`config.mk`:
```
export PLATFORM = sky130hd
export DESIGN_NAME = sevenseg_scan_ctrl_flat
export DESIGN_NICKNAME = d
export VERILOG_FILES = /design/src/rtl/sevenseg_scan_ctrl_pkg.sv /design/src/rtl/sevenseg_scan_ctrl_if.sv /design/src/rtl/hex_nibble_to_7seg.sv /design/src/rtl/sevenseg_scan_ctrl.sv /design/src/flat_wrapper.sv
export SDC_FILE = /design/constraint.sdc
export NUM_CORES = 1
export LEC_CHECK = 0
export ABC_AREA = 1
export BUFFER_PORTS_ARGS = -buffer_cell sky130_fd_sc_hd__buf_2
export CORE_ASPECT_RATIO = 0.5
export CORE_MARGIN = 5
export CORE_UTILIZATION = 45
export CTS_CLUSTER_DIAMETER = 60
export DETAILED_ROUTE_END_ITERATION = 10
export HOLD_SLACK_MARGIN = 0.05
export SYNTH_ARGS = -nofsm -noshare
export SYNTH_HDL_FRONTEND = slang
export SYNTH_SLANG_ARGS = --single-unit
export TNS_END_PERCENT = 1
```
`constraint.sdc`:
```
create_clock -name clk -period 4.7 [get_ports clk]
set_input_delay 0.235 -clock clk [delete_from_list [all_inputs] [get_ports clk]]
set_output_delay 0.235 -clock clk [all_outputs]
set_load 0.05 [all_outputs]
```
`src/rtl/sevenseg_scan_ctrl_pkg.sv`:
```
// Shared glyphs, FSM encodings and sizing helper for the 7-segment scan controller.
// The optional LEADING_ZERO_BLANK_EN macro is consumed by sevenseg_scan_ctrl.
package sevenseg_scan_ctrl_pkg;

  // Segment order a..g, index 0 = segment a; 1 = lit.
  typedef logic [0:6] glyph_t;

  localparam glyph_t GLYPH_0 = 7'b1111110;
  localparam glyph_t GLYPH_1 = 7'b0110000;
  localparam glyph_t GLYPH_2 = 7'b1101101;
  localparam glyph_t GLYPH_3 = 7'b1111001;
  localparam glyph_t GLYPH_4 = 7'b0110011;
  localparam glyph_t GLYPH_5 = 7'b1011011;
  localparam glyph_t GLYPH_6 = 7'b1011111;
  localparam glyph_t GLYPH_7 = 7'b1110000;
  localparam glyph_t GLYPH_8 = 7'b1111111;
  localparam glyph_t GLYPH_9 = 7'b1111011;
  localparam glyph_t GLYPH_A = 7'b1110111;
  localparam glyph_t GLYPH_B = 7'b0011111;
  localparam glyph_t GLYPH_C = 7'b1001110;
  localparam glyph_t GLYPH_D = 7'b0111101;
  localparam glyph_t GLYPH_E = 7'b1001111;
  localparam glyph_t GLYPH_F = 7'b1000111;
  localparam glyph_t SEG_OFF = 7'b0000000;

  localparam logic [1:0] ST_IDLE  = 2'd0;
  localparam logic [1:0] ST_BLANK = 2'd1;
  localparam logic [1:0] ST_DRIVE = 2'd2;

  // Bits needed to hold values 0..n-1, never less than one.
  function automatic int bits_for(input int n);
    return (n > 1) ? $clog2(n) : 1;
  endfunction

endpackage

```
`src/rtl/sevenseg_scan_ctrl_if.sv`:
```
// Producer/display-side bundle of the scan controller: load/enable inputs and registered pin outputs.
interface sevenseg_scan_ctrl_if
  import sevenseg_scan_ctrl_pkg::*;
#(
  parameter int NUM_DIGITS = 4
) ();

  localparam int IDX_W = bits_for(NUM_DIGITS);

  logic                    enable;
  logic                    load;
  logic [4*NUM_DIGITS-1:0] value;
  logic [NUM_DIGITS-1:0]   dp_in;
  logic [0:7]              seg;
  logic [NUM_DIGITS-1:0]   an;
  logic [IDX_W-1:0]        digit_idx;
  logic                    frame_done;

  modport master (
    output enable, load, value, dp_in,
    input  seg, an, digit_idx, frame_done
  );

  modport slave (
    input  enable, load, value, dp_in,
    output seg, an, digit_idx, frame_done
  );

endinterface

```
`src/rtl/hex_nibble_to_7seg.sv`:
```
// Combinational hex nibble to a..g segment decoder; b and d use lowercase glyphs.
module hex_nibble_to_7seg
  import sevenseg_scan_ctrl_pkg::*;
(
  input  logic [3:0] nibble,
  output glyph_t     glyph
);

  always_comb begin
    glyph = SEG_OFF;
    case (nibble)
      4'h0: glyph = GLYPH_0;
      4'h1: glyph = GLYPH_1;
      4'h2: glyph = GLYPH_2;
      4'h3: glyph = GLYPH_3;
      4'h4: glyph = GLYPH_4;
      4'h5: glyph = GLYPH_5;
      4'h6: glyph = GLYPH_6;
      4'h7: glyph = GLYPH_7;
      4'h8: glyph = GLYPH_8;
      4'h9: glyph = GLYPH_9;
      4'hA: glyph = GLYPH_A;
      4'hB: glyph = GLYPH_B;
      4'hC: glyph = GLYPH_C;
      4'hD: glyph = GLYPH_D;
      4'hE: glyph = GLYPH_E;
      4'hF: glyph = GLYPH_F;
    endcase
  end

endmodule

```
`src/rtl/sevenseg_scan_ctrl.sv`:
```
// Multiplexed 7-segment scanner: BLANK gap then DRIVE per digit, registered seg/an, content swaps only at frame start.
// Optional LEADING_ZERO_BLANK_EN macro dims digits above the most significant nonzero nibble.
module sevenseg_scan_ctrl
  import sevenseg_scan_ctrl_pkg::*;
#(
  parameter int NUM_DIGITS    = 4,
  parameter int CLK_DIV       = 50000,
  parameter int BLANK_CYCLES  = 16,
  parameter int AN_ACTIVE_LOW = 1
) (
  input  logic                clk,
  input  logic                rst,
  sevenseg_scan_ctrl_if.slave bus
);

  localparam int IDX_W   = bits_for(NUM_DIGITS);
  localparam int CNT_MAX = (CLK_DIV > BLANK_CYCLES) ? CLK_DIV : BLANK_CYCLES;
  localparam int CNT_W   = bits_for(CNT_MAX);
  localparam int VAL_W   = 4 * NUM_DIGITS;

  localparam logic [NUM_DIGITS-1:0] AN_OFF =
    (AN_ACTIVE_LOW != 0) ? {NUM_DIGITS{1'b1}} : {NUM_DIGITS{1'b0}};

  logic [1:0]            state;
  logic [CNT_W-1:0]      cnt;
  logic [IDX_W-1:0]      idx;
  logic [VAL_W-1:0]      disp_val;
  logic [NUM_DIGITS-1:0] disp_dp;
  logic [VAL_W-1:0]      pend_val;
  logic [NUM_DIGITS-1:0] pend_dp;
  logic                  pending_valid;
  logic [0:7]            seg_r;
  logic [NUM_DIGITS-1:0] an_r;
  logic                  frame_done_r;

  logic                  blank_done;
  logic                  drive_done;
  logic                  last_digit;
  logic                  boundary;
  logic [3:0]            nibble;
  logic                  cur_dp;
  logic [NUM_DIGITS-1:0] onehot;
  logic                  digit_lit;
  glyph_t                glyph;
  glyph_t                shown_glyph;

  assign blank_done = (cnt == CNT_W'(BLANK_CYCLES - 1));
  assign drive_done = (cnt == CNT_W'(CLK_DIV - 1));
  assign last_digit = (idx == IDX_W'(NUM_DIGITS - 1));

  // Frame start: leaving IDLE, or wrapping from the last digit's DRIVE back to digit 0.
  assign boundary = bus.enable &&
                    ((state == ST_IDLE) ||
                     (state == ST_DRIVE && drive_done && last_digit));

  // Single shared decoder; the digit mux selects which nibble it sees.
  always_comb begin
    nibble = 4'h0;
    cur_dp = 1'b0;
    onehot = '0;
    for (int i = 0; i < NUM_DIGITS; i++) begin
      if (idx == IDX_W'(i)) begin
        nibble    = disp_val[4*i +: 4];
        cur_dp    = disp_dp[i];
        onehot[i] = 1'b1;
      end
    end
  end

`ifdef LEADING_ZERO_BLANK_EN
  logic [IDX_W-1:0] msd;

  always_comb begin
    msd = '0;
    for (int i = 0; i < NUM_DIGITS; i++) begin
      if (disp_val[4*i +: 4] != 4'h0) msd = IDX_W'(i);
    end
  end

  // msd floors at 0, so digit 0 is always lit.
  assign digit_lit = (idx <= msd);
`else
  assign digit_lit = 1'b1;
`endif

  hex_nibble_to_7seg u_dec (
    .nibble (nibble),
    .glyph  (glyph)
  );

  assign shown_glyph = digit_lit ? glyph : SEG_OFF;

  always_ff @(posedge clk or posedge rst) begin
    if (rst) begin
      state         <= ST_IDLE;
      cnt           <= '0;
      idx           <= '0;
      disp_val      <= '0;
      disp_dp       <= '0;
      pend_val      <= '0;
      pend_dp       <= '0;
      pending_valid <= 1'b0;
      seg_r         <= '0;
      an_r          <= AN_OFF;
      frame_done_r  <= 1'b0;
    end else begin
      frame_done_r <= 1'b0;

      if (bus.load) begin
        pend_val      <= bus.value;
        pend_dp       <= bus.dp_in;
        pending_valid <= 1'b1;
      end

      // A load coinciding with the boundary bypasses the pending register.
      if (boundary) begin
        if (bus.load) begin
          disp_val      <= bus.value;
          disp_dp       <= bus.dp_in;
          pending_valid <= 1'b0;
        end else if (pending_valid) begin
          disp_val      <= pend_val;
          disp_dp       <= pend_dp;
          pending_valid <= 1'b0;
        end
      end

      if (!bus.enable) begin
        state <= ST_IDLE;
        cnt   <= '0;
        idx   <= '0;
        seg_r <= '0;
        an_r  <= AN_OFF;
      end else begin
        case (state)
          ST_IDLE: begin
            state <= ST_BLANK;
            cnt   <= '0;
            idx   <= '0;
            seg_r <= '0;
            an_r  <= AN_OFF;
          end
          ST_BLANK: begin
            if (blank_done) begin
              state <= ST_DRIVE;
              cnt   <= '0;
              seg_r <= {shown_glyph, cur_dp};
              an_r  <= AN_OFF ^ onehot;
            end else begin
              cnt <= cnt + CNT_W'(1);
            end
          end
          ST_DRIVE: begin
            if (drive_done) begin
              state        <= ST_BLANK;
              cnt          <= '0;
              idx          <= last_digit ? '0 : idx + IDX_W'(1);
              seg_r        <= '0;
              an_r         <= AN_OFF;
              frame_done_r <= last_digit;
            end else begin
              cnt <= cnt + CNT_W'(1);
            end
          end
          default: begin
            state <= ST_IDLE;
            cnt   <= '0;
            idx   <= '0;
            seg_r <= '0;
            an_r  <= AN_OFF;
          end
        endcase
      end
    end
  end

  assign bus.seg        = seg_r;
  assign bus.an         = an_r;
  assign bus.digit_idx  = idx;
  assign bus.frame_done = frame_done_r;

endmodule
```
`src/flat_wrapper.sv`:
```
// flat-port wrapper written by rule: the top's interface ports become plain ports
module sevenseg_scan_ctrl_flat import sevenseg_scan_ctrl_pkg::*;
#(
  parameter int NUM_DIGITS    = 4,
  parameter int CLK_DIV       = 50000,
  parameter int BLANK_CYCLES  = 16,
  parameter int AN_ACTIVE_LOW = 1
)
  (clk, rst, bus_enable, bus_load, bus_value, bus_dp_in, bus_seg, bus_an, bus_digit_idx, bus_frame_done);
  sevenseg_scan_ctrl_if #(.NUM_DIGITS(NUM_DIGITS)) bus_i ();
  input  logic clk;
  input  logic rst;
  input wire logic [$bits(bus_i.enable)-1:0] bus_enable;
  input wire logic [$bits(bus_i.load)-1:0] bus_load;
  input wire logic [$bits(bus_i.value)-1:0] bus_value;
  input wire logic [$bits(bus_i.dp_in)-1:0] bus_dp_in;
  output wire logic [$bits(bus_i.seg)-1:0] bus_seg;
  output wire logic [$bits(bus_i.an)-1:0] bus_an;
  output wire logic [$bits(bus_i.digit_idx)-1:0] bus_digit_idx;
  output wire logic [$bits(bus_i.frame_done)-1:0] bus_frame_done;
  assign bus_i.enable = bus_enable;
  assign bus_i.load = bus_load;
  assign bus_i.value = bus_value;
  assign bus_i.dp_in = bus_dp_in;
  assign bus_seg = bus_i.seg;
  assign bus_an = bus_i.an;
  assign bus_digit_idx = bus_i.digit_idx;
  assign bus_frame_done = bus_i.frame_done;
  sevenseg_scan_ctrl #(.NUM_DIGITS(NUM_DIGITS), .CLK_DIV(CLK_DIV), .BLANK_CYCLES(BLANK_CYCLES), .AN_ACTIVE_LOW(AN_ACTIVE_LOW)) u_core (.clk(clk), .rst(rst), .bus(bus_i));
endmodule
```
# Word-level counts from Yosys, hierarchy flattened
# Memory sizes are Yosys's and may differ from the RTL's.
# Cells that the tools add are included.
[totals]
regBits = 74
mem_bits_ro = 112
out_inout_bits = 15
wordCells = 78
memories = 1
[op_classes]
addsub = 2
n_eq_ne = 10
n_mux = 43
n_bitwise = 1
reduce_logical = 10
[mem_list]
columns = ["name", "words", "word_bits", "rd", "rd_clocked_by_memory_dff", "wr", "line", "source"]
rows = [
  ["(name not given)", 16, 7, 1, 0, 0, "hex_nibble_to_7seg.sv:11", "case (nibble)"],
]
[op_table]
columns = ["cell", "n"]
rows = [
  ["$mux 16", 5],
  ["$mux 4", 9],
  ["$pmux 16 s2", 1],
  ["$mux 8", 3],
  ["$add 16x1->16 const B", 1],
  ["$eq 16x16->1 const B", 1],
  ["$eq 16x4->1 const B", 1],
  ["$pmux 8 s2", 1],
  ["$mux 1", 15],
  ["$mux 2", 6],
  ["$pmux 4 s2", 1],
  ["$eq 2x2->1 const B", 3],
  ["$ne 3x2->1 const B", 2],
  ["$pmux 2 s3", 1],
  ["$reduce_and 2->1", 3],
  ["$eq 2x1->1 const B", 2],
  ["$logic_not 2->1", 2],
  ["$not 4->4", 1],
  ["$pmux 2 s2", 1],
  ["$logic_and 1x1->1", 3],
  ["$add 2x1->2 const B", 1],
  ["$ne 2x2->1 const B", 1],
  ["$reduce_bool 2->1", 1],
  ["$logic_or 1x1->1", 1],
]

# Logic depth before layout (Yosys ltp)
# An unclocked memory read counts as a cell.
[logic_depth]
depth_word = 9
ltp_mapped = 16
depth_no_buf = 15

# By module
# Synthesis repeated with hierarchy kept, for this count alone.
[unflattened]
cells_unflattened = 488
area_unflattened_um2 = 3819.9
[by_module_without_submodules]
columns = ["module", "n_inst", "cells_each", "area_per_inst_um2", "seq_area_each_um2"]
rows = [
  ["sevenseg_scan_ctrl", 1, 436, 3549.7, 1856.8],
  ["hex_nibble_to_7seg", 1, 52, 270.3, 0.0],
]

# Least setup slack after synthesis
# No wires, ideal clock.
[synth_path]
kind = "register to register"
from = "reg u_core.idx[1], in the netlist u_core.bus.digit_idx[1]"
to = "reg u_core.seg_r, in the netlist u_core.bus.seg[3]"
setup_time_ns = 0.119
arrival_time_ns = 2.205
t_required_ns = 4.581
slack_ns = 2.377
stages_incl_launch_ff = 13
n_path_buf = 1
period_less_slack_ns = 2.323
path_cell_list = "dfrtp_1 -> ha_1 -> buf_2 -> inv_1 -> or2_2 -> nand2_1 -> inv_1 -> ha_1 -> inv_1 -> nand2_1 -> nand3_1 -> nand3_1 -> nand2_1"
[synth_between]
elab_chain_len = 9
[synth_lines]
columns = ["item", "line", "source"]
rows = [
  ["start: declaration", "sevenseg_scan_ctrl.sv:26", "logic [IDX_W-1:0] idx;"],
  ["start signal: assignment", "sevenseg_scan_ctrl.sv:157", "idx <= last_digit ? '0 : idx + IDX_W'(1);"],
  ["$logic_not 2->1", "sevenseg_scan_ctrl.sv:62", "if (idx == IDX_W'(i)) begin"],
  ["$mux 4 (3 in a row)", "sevenseg_scan_ctrl.sv:62", ""],
  ["$mux 4 (*)", "sevenseg_scan_ctrl.sv:62", ""],
  ["$mem_v2 16x7 (*)", "-", ""],
  ["$mux 8 (*)", "sevenseg_scan_ctrl.sv:144", "if (blank_done) begin"],
  ["$pmux 8 s2 (*)", "sevenseg_scan_ctrl.sv:135", "case (state)"],
  ["$mux 8 (*)", "sevenseg_scan_ctrl.sv:128", "if (!bus.enable) begin"],
  ["end signal: assignment", "sevenseg_scan_ctrl.sv:147", "seg_r <= {shown_glyph, cur_dp};"],
  ["end: declaration", "sevenseg_scan_ctrl.sv:32", "logic [0:7] seg_r;"],
]
# Mark *: on every way between the ends. The rest lies on a longest branch, timed or not. The select of a mux whose other input is x is not followed.
# A chain may end at the register's enable or synchronous reset.

# Worst setup path in the final report
[layout_path]
from = "reg u_core.idx[0], in the netlist u_core.bus.digit_idx[0]"
to = "reg u_core.seg_r, in the netlist u_core.bus.seg[1]"
# Same word-level chain as after synthesis.

==> results.yml <==
synthesis:
  synth_cell_type_count: 32
  synth_top_flop_cell: "dfrtp_1"
  async_flop_share: 1.00
  synth_area_mm2: 0.00381
  synth_top_family_by_area: "simple AND/OR/NAND/NOR gates"
  synth_compound_area_frac: 0.0811
  yosysTopAreaCell: "dfrtp_1"
  yosys-top-cells-area: "dfrtp_1 (46%), nand2_1 (17%), o21ai_2 (5.1%)"
  yosys_warnings: 0
  synthMuxAreaShare: 0
  synth_adder_area_share: 0.0493
  synth_seq_cells: 74
  yosysSeqAreaShare: 0.488
  yosys-top-cells-count: "nand2_1 (174), dfrtp_1 (70), inv_1 (50)"
  synth-xor-area-share: 0.0207
  synth.avg_cell_area_um2: 8.24
  synthSimpleGateAreaFrac: 0.288
  synth.most_common_cell: "nand2_1"
  synth_fp_nets: 501
  synth_top_area_share: 0.460
  synth_edf_count: 0
  netlist_instances: 462
sta:
  worstMarginPinSlew_ns: 0.946
  max_slew_margin: 0.369
  max_clock_freq_mhz: 432
  fin_crit_sh: 0.493
  drv_slew: 0
  min_period_ns: 2.32
  final.setup.tns_ns: 0
  setup_viol: 0
  fin_skew_ns: 0.00695
  rsz0062_at_grt: "no"
  final_hold_viol_count: 0
hold_path:
  min_from: "bus_value[1]"
  holdCritPathClass: "in -> reg"
  min_path_cells: 3
  worstHoldEndpoint: "u_core.pend_val[1]"
run_status:
  outcome: "finished clean"
die:
  fp.dieArea_mm2: 0.0105
  ios: 39
  initial_utilization: 0.469
  die-height_um: 75.1
  dieWidth_um: 140
  core_area_mm2: 0.00812
  rows: 23
power_and_ir_drop:
  power_frac_seq: 0.377
  pwr-share-clk: 0.283
  peakVddDrop_mv: 0.219
  switching_share: 0.392
  power_mw: 2.31
  internal_power_mw: 1.41
  powerDensity_mw_per_mm2: 529
  p_leak_nw: 2.23
  p_comb_frac: 0.340
  power.switching_uw: 904
clock_network:
  cts_tree: "done"
  postCtsHoldBufs: 0
  cts_setup_buffers: 0
  cts_inserted_buffers: 9
  clock-sinks: 74
  clkTransAtPathRegs_ns: 0.06
  htree_levels: 3
  cts_repair_resize_count: 0
  clock_path_buffers: 2
  clock_latency_ns: 0.34
  cts_root_buf: "clkbuf_16"
drt:
  wl_per_cell_um: 11.8
  ant_nets: 0
  drc: 0
  vias_per_cell: 4.57
  num_vias: 2831
  firstDrtPassIters: 4
  first_iter_violations: 127
  wirelength_um: 7320
setup_path:
  regToRegEndpoint: "u_core.bus.seg[1]"
  rr_worst_depth: 13
  r2r_setup_slack_ns: 2.38
  path_cells: "inv_1 -> ha_1 -> inv_1 -> nor2_1 -> nor2_1 -> a21oi_1 -> ha_1 -> inv_1 -> nand2_1 -> nand2_1 -> nand2_1 -> nand2_1 -> nand2_1"
  r2r-start: "u_core.bus.digit_idx[0]"
  required_ns: 4.92
  endpoint_kind: "register"
  critPathLaunchType: "register"
  max_stage_delay_ns: 0.42
  cp_common_cell: "nand2_1"
  crit_slowest_cell: "dfrtp_1"
  cpLargestDelayFamily: "adder cells"
  crit_type: "reg -> reg"
  crit_buf_inv: 3
  critPathMaxFanout: 6
  cp.arrival_ns: 2.54
finish:
  nets: 541
  antenna_cells: 0
  final_cells: 619
  area_delta_synth_final_pct: 14.7
  n_fill_cell: 824
  drive_gt1_frac: 0.209
placement:
  io_buffers: 38
  routabilityCongestion: 0.847
  dp_hpwl_um: 5220
  dpl.cell_count: 603
grt:
  grt_pass1_vias: 2861
  grt_util_met3: 0.0482
  use_met2: 0.241
  grt_start_max_net_pins: 75
  use_met1: 0.220
  antenna_found_initial: 0
  grt_pass1_wl_um: 13300
  grt-ovfl-total: 0
  grtUsageTotal: 0.158
  busiest_layer: "met2"
flow_run:
  drv_cap: 0
[stage by stage]
| step | instance area [um^2] | utilization | setup slack, ns | hold WS [ns] |
|---|---|---|---|---|
| CTS | 4370 | 0.538 | 2.37 | 0.104 |
| global placement | 4080 | 0.503 | 2.51 | 0.448 |
| detailed placement | 4080 | 0.503 | 2.41 | 0.442 |
| floorplan | 3810 | - | 2.38 | 0.367 |
| finish | 4370 | 0.538 | 2.38 | 0.114 |
| global route | 4370 | 0.538 | 2.07 | 0.124 |
[cells by family after synthesis]
family                   after synthesis
AO/OA/AOI/OAI                         43
XOR/XNOR                               9
adder cells (fa/ha/maj)               15
buffers and inverters                 63
flip-flops                            74
AND/OR/NAND/NOR                      258
[worst register-to-register path: stages, from the launching register on]
cell,delay (ns)
dfrtp_1,0.42
inv_1,0.11
ha_1,0.28
inv_1,0.14
nor2_1,0.12
nor2_1,0.06
a21oi_1,0.42
ha_1,0.32
inv_1,0.05
nand2_1,0.06
nand2_1,0.07
nand2_1,0.05
nand2_1,0.05
nand2_1,0.05
[layer usage]
layer,vias up,share of wire
li1,1509,-
met4,0,0.013
met3,7,0.034
met2,36,0.41
met1,1279,0.54
met5,-,0
[worst max-delay path by stage]
stage | to | slack [ns] | start | cells after the start
after floorplan | u_core.bus.seg[3] | 2.38 | u_core.bus.digit_idx[1] | 12
after global placement | u_core.bus.seg[1] | 2.51 | u_core.bus.digit_idx[0] | 13
after detailed placement | u_core.bus.seg[1] | 2.41 | u_core.bus.digit_idx[0] | 13
after CTS | u_core.bus.seg[1] | 2.37 | u_core.bus.digit_idx[0] | 13
after global routing | u_core.bus.seg[1] | 2.07 | u_core.bus.digit_idx[0] | 13
final | u_core.bus.seg[1] | 2.38 | u_core.bus.digit_idx[0] | 13
[sequential cells by signal, summed over array words and instances, names as in the netlist]
name,count
u_core.pend_val,16
u_core.bus.an,4
u_core.cnt,16
u_core.disp_val,16
u_core.disp_dp,4
u_core.bus.frame_done,1
u_core.pending_valid,1
u_core.bus.seg,8
u_core.state,2
u_core.pend_dp,4
u_core.bus.digit_idx,2
[layout by cell type, fill, tap and decap left out, types with 9 or more instances in the layout]
cell,instances
a21oi_1,10
buf_2,38
clkbuf_16,9
dfrtp_1,70
ha_1,15
inv_1,49
nand2_1,174
nand3_1,19
nor2_1,35
nor2_2,11
o21ai_2,21
[power groups by stage]
stage / registers [mW] / clock network (mW) / logic, mW
finish: 0.871 / 0.654 / 0.786
global route: 0.891 / 0.699 / 0.915
CTS: 0.872 / 0.669 / 0.797
detailed placement: 0.883 / 0 / 0.793
global placement: 0.882 / 0 / 0.785
floorplan: 0.951 / 0 / 0.563
[area by class of cell]
class                   count  area, um^2  share of cell area
clock buffers              10         239              0.0547
inverters                  52         198              0.0453
well taps                 112         140              0.0321
multi-input cells         325        1680               0.385
clock inverters             6        48.8              0.0112
flip-flops and latches     74        1860               0.425
repair buffers             40         205              0.0470
No activity file was read; power rests on OpenSTA's default activity.
